`config.mk`:
```
export PLATFORM = sky130hd
export DESIGN_NAME = cache_mem_adapter
export DESIGN_NICKNAME = d
export VERILOG_FILES = /design/src/rtl/cache_pkg.sv /design/src/rtl/cache_line_buf.sv /design/src/rtl/cache_mem_adapter.sv
export SDC_FILE = /design/constraint.sdc
export NUM_CORES = 1
export LEC_CHECK = 0
export ABC_AREA = 1
export CORE_AREA = 5 5 247 201
export DETAILED_ROUTE_END_ITERATION = 7
export DIE_AREA = 0 0 252 206
export GPL_TIMING_DRIVEN = 0
export PLACE_DENSITY = 0.62
export SYNTH_ARGS = -nofsm -noshare
export SYNTH_HDL_FRONTEND = slang
export SYNTH_HIERARCHICAL = 1
export SYNTH_SLANG_ARGS = --single-unit
```
`constraint.sdc`:
```
create_clock -name clk -period 4.67 [get_ports clk]
set_clock_uncertainty 0.2 [all_clocks]
set_input_delay 0.934 -clock clk [delete_from_list [all_inputs] [get_ports clk]]
set_output_delay 0.934 -clock clk [all_outputs]
set_load 0.005 [all_outputs]
```
`src/rtl/cache_pkg.sv`:
```
// Shared cache types: adapter state, memory-op kind and line geometry.
// Imported by the cache controller FSM and the memory adapter.
package cache_pkg;

   localparam int WORD_W     = 32;
   localparam int LINE_WORDS = 4;

   typedef enum logic [1:0] {
      CA_IDLE = 2'd0,
      CA_XFER = 2'd1,
      CA_RESP = 2'd2
   } ca_state_t;

   typedef enum logic {
      MEM_READ  = 1'b0,
      MEM_WRITE = 1'b1
   } mem_op_t;

endpackage

```
`src/rtl/cache_line_buf.sv`:
```
// One cache line of registers with per-word write enables
// and an indexed single-word read port.
module cache_line_buf #(
   parameter int WORD_W     = 32,
   parameter int LINE_WORDS = 4,
   parameter int IDX_W      = $clog2(LINE_WORDS)
) (
   input  logic                         clk,
   input  logic                         rst,
   input  logic [LINE_WORDS-1:0]        we_i,
   input  logic [LINE_WORDS*WORD_W-1:0] wline_i,
   input  logic [IDX_W-1:0]             idx_i,
   output logic [LINE_WORDS*WORD_W-1:0] line_o,
   output logic [WORD_W-1:0]            word_o
);

   logic [LINE_WORDS-1:0][WORD_W-1:0] mem_q;

   always_ff @(posedge clk) begin
      if (rst) begin
         mem_q <= '0;
      end else begin
         for (int i = 0; i < LINE_WORDS; i++) begin
            if (we_i[i]) begin
               mem_q[i] <= wline_i[i*WORD_W +: WORD_W];
            end
         end
      end
   end

   assign line_o = mem_q;
   assign word_o = mem_q[idx_i];

endmodule

```
`src/rtl/cache_mem_adapter.sv`:
```
// Turns single-cycle line fetch/write-back requests into a burst
// of word beats on the main-memory req/ack bus.
module cache_mem_adapter #(
   parameter int ADDR_W     = 32,
   parameter int WORD_W     = cache_pkg::WORD_W,
   parameter int LINE_WORDS = cache_pkg::LINE_WORDS
) (
   input  logic                         clk,
   input  logic                         rst,
   input  logic                         mem_read,
   input  logic                         mem_write,
   input  logic [ADDR_W-1:0]            mem_addr,
   input  logic [LINE_WORDS*WORD_W-1:0] mem_wline,
   output logic [LINE_WORDS*WORD_W-1:0] mem_rline,
   output logic                         ca_resp,
   output logic                         busy,
   output logic                         error,
   output logic                         mm_req,
   output logic                         mm_we,
   output logic [ADDR_W-1:0]            mm_addr,
   output logic [WORD_W-1:0]            mm_wdata,
   input  logic                         mm_ack,
   input  logic [WORD_W-1:0]            mm_rdata
);
   import cache_pkg::*;

   localparam int BYTES  = WORD_W / 8;
   localparam int IDX_W  = $clog2(LINE_WORDS);
   localparam int OFF_W  = IDX_W + $clog2(BYTES);
   localparam int LINE_W = LINE_WORDS * WORD_W;

   ca_state_t            state_q, state_d;
   mem_op_t              op_q, op_d;
   logic [IDX_W-1:0]     beat_q, beat_d;
   logic                 mm_req_q, mm_req_d;
   logic                 mm_we_q, mm_we_d;
   logic [ADDR_W-1:0]    mm_addr_q, mm_addr_d;
   logic [WORD_W-1:0]    mm_wdata_q, mm_wdata_d;
   logic                 ca_resp_q, ca_resp_d;
   logic                 busy_q, busy_d;
   logic                 error_q, error_d;

   logic [LINE_WORDS-1:0] wb_we, rb_we;
   logic [IDX_W-1:0]      wb_idx;
   logic [WORD_W-1:0]     wb_word;
   logic [LINE_W-1:0]     wb_line_unused;
   logic [WORD_W-1:0]     rb_word_unused;
   logic [ADDR_W-1:0]     base;

   assign base   = {mem_addr[ADDR_W-1:OFF_W], {OFF_W{1'b0}}};
   assign wb_idx = beat_q + IDX_W'(1);

   cache_line_buf #(
      .WORD_W    (WORD_W),
      .LINE_WORDS(LINE_WORDS)
   ) u_wbuf (
      .clk    (clk),
      .rst    (rst),
      .we_i   (wb_we),
      .wline_i(mem_wline),
      .idx_i  (wb_idx),
      .line_o (wb_line_unused),
      .word_o (wb_word)
   );

   cache_line_buf #(
      .WORD_W    (WORD_W),
      .LINE_WORDS(LINE_WORDS)
   ) u_rbuf (
      .clk    (clk),
      .rst    (rst),
      .we_i   (rb_we),
      .wline_i({LINE_WORDS{mm_rdata}}),
      .idx_i  (beat_q),
      .line_o (mem_rline),
      .word_o (rb_word_unused)
   );

   always_comb begin
      state_d    = state_q;
      op_d       = op_q;
      beat_d     = beat_q;
      mm_req_d   = mm_req_q;
      mm_we_d    = mm_we_q;
      mm_addr_d  = mm_addr_q;
      mm_wdata_d = mm_wdata_q;
      error_d    = 1'b0;
      wb_we      = '0;
      rb_we      = '0;
      unique case (state_q)
         CA_IDLE: begin
            if (mem_write || mem_read) begin
               op_d       = mem_write ? MEM_WRITE : MEM_READ;
               beat_d     = '0;
               mm_req_d   = 1'b1;
               mm_we_d    = mem_write;
               mm_addr_d  = base;
               mm_wdata_d = mem_wline[WORD_W-1:0];
               wb_we      = '1;
               error_d    = mem_read && mem_write;
               state_d    = CA_XFER;
            end
         end
         CA_XFER: begin
            error_d = mem_read || mem_write;
            if (mm_ack) begin
               if (op_q == MEM_READ) begin
                  rb_we = LINE_WORDS'(1) << beat_q;
               end
               if (beat_q == IDX_W'(LINE_WORDS - 1)) begin
                  mm_req_d = 1'b0;
                  mm_we_d  = 1'b0;
                  state_d  = CA_RESP;
               end else begin
                  // next beat's word is prefetched from the capture buffer
                  beat_d     = wb_idx;
                  mm_addr_d  = mm_addr_q + ADDR_W'(BYTES);
                  mm_wdata_d = wb_word;
               end
            end
         end
         CA_RESP: begin
            error_d = mem_read || mem_write;
            state_d = CA_IDLE;
         end
         default: state_d = CA_IDLE;
      endcase
      ca_resp_d = (state_d == CA_RESP);
      busy_d    = (state_d != CA_IDLE);
   end

   always_ff @(posedge clk) begin
      if (rst) begin
         state_q    <= CA_IDLE;
         op_q       <= MEM_READ;
         beat_q     <= '0;
         mm_req_q   <= 1'b0;
         mm_we_q    <= 1'b0;
         mm_addr_q  <= '0;
         mm_wdata_q <= '0;
         ca_resp_q  <= 1'b0;
         busy_q     <= 1'b0;
         error_q    <= 1'b0;
      end else begin
         state_q    <= state_d;
         op_q       <= op_d;
         beat_q     <= beat_d;
         mm_req_q   <= mm_req_d;
         mm_we_q    <= mm_we_d;
         mm_addr_q  <= mm_addr_d;
         mm_wdata_q <= mm_wdata_d;
         ca_resp_q  <= ca_resp_d;
         busy_q     <= busy_d;
         error_q    <= error_d;
      end
   end

   assign ca_resp  = ca_resp_q;
   assign busy     = busy_q;
   assign error    = error_q;
   assign mm_req   = mm_req_q;
   assign mm_we    = mm_we_q;
   assign mm_addr  = mm_addr_q;
   assign mm_wdata = mm_wdata_q;

endmodule
```
==> metrics.cfg, run 1 <==
[hold_path]
worst_hold_path_type = flip-flop to flip-flop
whs_path_depth = 2

[clock_tree]
htree_levels = 2
clock_path_buffers = 3
cts_tree = done
postCtsSetupBuffers = 0
path_clk_slew_ns = 0.06
cts.root.buffer_cell = clkbuf_16
ctsResizeCount = 0
ctsHoldBuffers = 0
clock-sinks = 328
clk_latency_ns = 0.53
cts_buffers = 38

[sta]
max_freq_mhz = 359.7
rsz0062_at_grt = false
tightest_slew_ns = 0.7351
worst_slack_ns = 1.890
setup_viol = 0
setup_tns_ns = 0
finalCritPeriodShare = 0.5953
report.final.slew_viol_count = 0
period_minus_slack_ns = 2.780
final-hold-violation-count = 0
slew_headroom = 0.5099

[setup_path]
slowest_stage = clkdlybuf4s50_1
cp-end-kind = flip-flop
cp.buffers_inverters = 4
cp_num_cells = 8
criticalPathCategory = input port to flip-flop
crit_end = u_wbuf/line_o[51]$_SDFFE_PP0P_
r2r_cells = 10
cp_max_fo = 10
cp-startpoint = mem_write
cp_common_cell = nor2_1
r2r-start = state_q[1]$_SDFF_PP0_
critical_path_required_ns = 4.88
cpPeakStageDelay_ns = 0.54
cp_data_arrival_time_ns = 2.99
rr_endpoint = u_rbuf/line_o[5]$_SDFFE_PP0P_
critPathTopFamily = buffers and inverters
path_cells = clkdlybuf4s50_1 > nor2_1 > nor2_1 > buf_2 > inv_2 > buf_6 > nand2_1 > a21oi_1
r2r_slack_ns = 1.91
cp-start-kind = input port

[power_and_ir_drop]
power_density_mw_per_mm2 = 415.8
p_leak_nw = 8.039
ir_drop_uv = 267.2

[layout]
multi_input_area_mm2 = 0.006427
fin_nets = 2760
fill_cells = 4741
fin_area_mm2 = 0.02053
seqCellArea_mm2 = 0.006566
fin_util = 0.4403
drive_above_1_share = 0.08356
area_delta_synth_final_pct = 40.95

[detailed_routing]
dr.pass1.iters = 5
wirelength_um = 56810
avgRoutedWirePerCell_um = 17.72
remaining_drc_errors = 0
drt_iter0_markers = 1262
antenna_left = 0
vias_per_cell = 4.755
vias = 15246

[floorplanning]
coreArea_mm2 = 0.04664
io_pins = 394
die_area_mm2 = 0.05191
die_h_um = 206
die_w_um = 252
rows = 71
start_util = 0.3124

[global_route]
grt_overflow = 0
grt_util_met3 = 0.03988
grt_max_degree = 14
grt_use_met2 = 0.3287
grt_pass1_wl_um = 85760
gr-usage-all-layers = 0.2081
use_met1 = 0.2974
grt_pass1_vias = 14571
antenna_found_initial = 2
grt.busiest_layer = met2

[synthesis]
syn_inst = 2128
ys.warnings.count = 6
synth_area_mm2 = 0.01457
synth_area_per_cell_um2 = 6.846

[outcome]
outcome = completed

[job]
cap_violations = 0

[placed_design]
placed_cell_area_mm2 = 0.01921
portBuffers = 386
place_hpwl_um = 43990
routabilityCongestion = 0.8907
post-place-ws_ns = 1.405

==> sequential cells by signal, indices dropped and copies added, names as in the netlist <==
register and flops:
op_q 1, mm_we 1, mm_addr 30, mm_wdata 32, mm_req 1, busy 1, u_wbuf/line_o 128, u_rbuf/line_o 128
error 1, beat_q 2, ca_resp 1, state_q 2
==> report_power, final <==
group	internal (W)	leakage [nW]	switching [W]
Clock	0.00188	0.655	0.00123
Sequential	0.00305	2.68	0.000191
Combinational	0.000914	4.70	0.00127
==> layout make-up <==
type	instances	area share
sequential	328	0.3198
multi-input combinational	1484	0.3130
timing repair buffer	386	0.1882
clock buffer	56	0.05600
buffer	139	0.04418
tap	620	0.03778
inverter	178	0.03266
clock inverter	14	0.008287
antenna	1	0.0001219
==> stage by stage <==
step	power (W)	cells	hold slack, ns
global placement	0.005450	3135	0.2464
global route	0.008979	3206	0.2696
floorplan	0.004454	2129	0.2390
detailed placement	0.005470	3135	0.2501
CTS	0.008605	3205	0.2583
finish	0.008537	3206	0.2565
==> routing by layer <==
layer,routed length [µm],vias up
met1,26570,7046
li1,-,7548
met2,24950,569
met4,1114,2
met3,4152,81
met5,13,-
==> placed cells by master, fill, tap and decap left out, drive strengths merged <==
cell type / instances
nand2: 889
clkdlybuf4s50: 386
dfxtp: 328
a21oi: 291
inv: 180
buf: 123
nand3: 99
nor2: 85
clkbuf: 72
o21ai: 57
a31oi: 33
ha: 8
clkinv: 8
a211oi: 4
nand3b: 3
bufinv: 3
and2: 2
o31ai: 2
xnor2: 2
or2: 2
conb: 2
diode: 1
o21bai: 1
nor3: 1
o21a: 1
a32oi: 1
o211ai: 1
clkinvlp: 1
==> worst min-delay path by stage <==
stage | startpoint | end | slack, ns
after floorplan | u_wbuf/line_o[0]$_SDFFE_PP0P_ | u_wbuf/line_o[0]$_SDFFE_PP0P_ | 0.24
after global placement | u_wbuf/line_o[14]$_SDFFE_PP0P_ | u_wbuf/line_o[14]$_SDFFE_PP0P_ | 0.25
after detailed placement | u_rbuf/line_o[61]$_SDFFE_PP0P_ | u_rbuf/line_o[61]$_SDFFE_PP0P_ | 0.25
after CTS | u_rbuf/line_o[125]$_SDFFE_PP0P_ | u_rbuf/line_o[125]$_SDFFE_PP0P_ | 0.26
after global routing | u_rbuf/line_o[53]$_SDFFE_PP0P_ | u_rbuf/line_o[53]$_SDFFE_PP0P_ | 0.27
final | u_rbuf/line_o[115]$_SDFFE_PP0P_ | u_rbuf/line_o[115]$_SDFFE_PP0P_ | 0.26
==> tightest hold or removal path, cell delays in order, from the launching register on <==
cell	delay [ns]
dfxtp_1	0.30
nand2_1	0.06
a21oi_1	0.05
Note: power is estimated with default switching activity, not from simulation.
==> run 2: changes to the inputs <==
clock period = 2.6 ns   (was 4.67 ns; I/O delays follow)
==> metrics.cfg, run 2 (synthesized netlist as in run 1, its figures left out) <==
[outcome]
outcome = completed

[detailed_routing]
wl_met2_um = 24980  ; +0.12%
wl_met1_um = 26450  ; -0.44%
remaining_drc_errors = 0  ; unchanged
antenna_left = 0  ; unchanged
avgRoutedWirePerCell_um = 17.73  ; about the same
vias = 15214  ; -0.21%
wl_met3_um = 4297  ; +3.5%
vias_per_cell = 4.745  ; -0.21%
drt_iter0_markers = 1344  ; +6.5%
wirelength_um = 56840  ; about the same
top_layer_used = met5
dr.pass1.iters = 5  ; unchanged

[setup_path]
rr_endpoint = u_rbuf/line_o[36]$_SDFFE_PP0P_
cp-startpoint = state_q[1]$_SDFF_PP0_
cp-start-kind = flip-flop
r2r-start = state_q[1]$_SDFF_PP0_
r2r_cells = 11  ; +1
crit_end = u_rbuf/line_o[36]$_SDFFE_PP0P_
criticalPathCategory = flip-flop to flip-flop
cp-end-kind = flip-flop
cp_max_fo = 10  ; unchanged
cp_data_arrival_time_ns = 2.65  ; -0.34 ns
critical_path_required_ns = 2.81  ; -2.07 ns
r2r_slack_ns = 0.15  ; -1.76 ns

[placed_design]
place_hpwl_um = 43990  ; unchanged
routabilityCongestion = 0.8907  ; unchanged
dp.cells = 3135  ; unchanged
portBuffers = 386  ; unchanged

[clock_tree]
postCtsSetupBuffers = 0  ; unchanged
cts_tree = done
htree_levels = 2  ; unchanged
clock-sinks = 328  ; unchanged
path_clk_slew_ns = 0.06  ; about the same
clk_latency_ns = 0.53  ; about the same
cts_buffers = 38  ; unchanged
clock_path_buffers = 3  ; unchanged
cts.root.buffer_cell = clkbuf_16

[floorplanning]
coreArea_mm2 = 0.04664  ; unchanged
die_h_um = 206  ; unchanged
die_w_um = 252  ; unchanged
start_util = 0.3124  ; unchanged
die_area_mm2 = 0.05191  ; unchanged
rows = 71  ; unchanged
io_pins = 394  ; unchanged

[sta]
setup_tns_ns = 0  ; unchanged
period_minus_slack_ns = 2.449
setup_viol = 0  ; unchanged
max_freq_mhz = 408.4
rsz0062_at_grt = false
timing.hold.ws_ns = 0.1293  ; -0.1272 ns
slew_headroom = 0.4983  ; -0.01160
finalCritPeriodShare = 0.9418
report.final.slew_viol_count = 0  ; unchanged
tightest_slew_ns = 0.7525  ; +0.01741 ns
final-hold-violation-count = 0  ; unchanged

[global_route]
grt_pass1_wl_um = 85760  ; unchanged
gr-usage-all-layers = 0.2081  ; unchanged
antenna_found_initial = 2  ; unchanged
grt_max_degree = 14  ; unchanged
grt_overflow = 0  ; unchanged
grt_pass1_vias = 14571  ; unchanged

[layout]
drive_above_1_share = 0.08433  ; +0.0007737
fin_nets = 2760  ; unchanged
area_delta_synth_final_pct = 41.05  ; about the same
final_cell_mix = 889 x nand2_1, 386 x clkdlybuf4s50_1, 328 x dfxtp_1
finalNonFillerCells = 3206  ; unchanged
layout_commonest_cell = nand2_1

[job]
cap_violations = 0  ; unchanged

[power_and_ir_drop]
power_density_mw_per_mm2 = 746.3  ; +79%
finalPower_w = 0.01533  ; +80%
ir_drop_uv = 479.3  ; +79%
p_leak_nw = 8.038  ; about the same

[hold_path]
hold_start = rst
worst_hold_path_type = input port to flip-flop

## run 2: cell count changes in the layout (fill, tap and decap cells not counted), sizes merged
cell / previous run / this run
buf: 123 / 121
clkbuf: 72 / 74
## run 2: power breakdown
part | internal (W) | switching [W] | total, W
Combinational | 0.00165 | 0.00227 | 0.00392
Clock | 0.00339 | 0.00220 | 0.00559
Sequential | 0.00549 | 0.000344 | 0.00583
Total | 0.0105 | 0.00482 | 0.0153
## run 2: layout make-up
cell class              instances  area (µm²)
diodes                          1       2.502
plain buffers                 139       917.1
clock buffers                  56        1150
clock inverters                14       170.2
fillers                      4737       26090
inverters                     178       670.6
multi-input cells            1484        6432
flip-flops and latches        328        6566
well taps                     620       775.7
repair buffers                386        3864
## run 2: worst min path at each step
stage	end	slack [ns]	depth (start not counted)
5_1_grt	u_rbuf/line_o[31]$_SDFFE_PP0P_	0.12	2
6_report	u_rbuf/line_o[127]$_SDFFE_PP0P_	0.13	2
3_5_place_dp	u_rbuf/line_o[61]$_SDFFE_PP0P_	0.25	2
2_1_floorplan	u_wbuf/line_o[0]$_SDFFE_PP0P_	0.24	2
3_3_place_gp	u_wbuf/line_o[14]$_SDFFE_PP0P_	0.25	2
4_1_cts	u_rbuf/line_o[127]$_SDFFE_PP0P_	0.09	2
## run 2: critical path: stages, from the launching register on
cell and delay, ns:
dfxtp_1 0.32, inv_1 0.10, ha_2 0.24, buf_4 0.23, buf_4 0.24, nand3b_1 0.16, nor2_1 0.10, buf_2 0.26
inv_2 0.17, buf_6 0.18, nand2_1 0.06, a21oi_1 0.07
## run 2: routing by layer
layer,global-route usage,vias up
li1,-,7548
met1,0.2974,7027
met2,0.3287,565
met3,0.03988,72
met4,0.04419,2
met5,0,-
## run 2: stage by stage
step           setup WS [ns]    util  area [µm²]
3_5_place_dp         -0.2509  0.4119       19210
2_1_floorplan         0.6312       -       14570
4_1_cts              0.02195  0.4403       20540
6_report              0.1512  0.4406       20550
5_1_grt              0.01145  0.4406       20550
3_3_place_gp         -0.1783  0.4119       19210
## run 2: timing repair
| action | 4_1_cts | 5_1_grt |
|---|---|---|
| pin swaps | 0 | 0 |
| endpoints found under the setup margin | 81 | 46 |
| resized for setup | 2 | 4 |
| hold buffers | 0 | 0 |
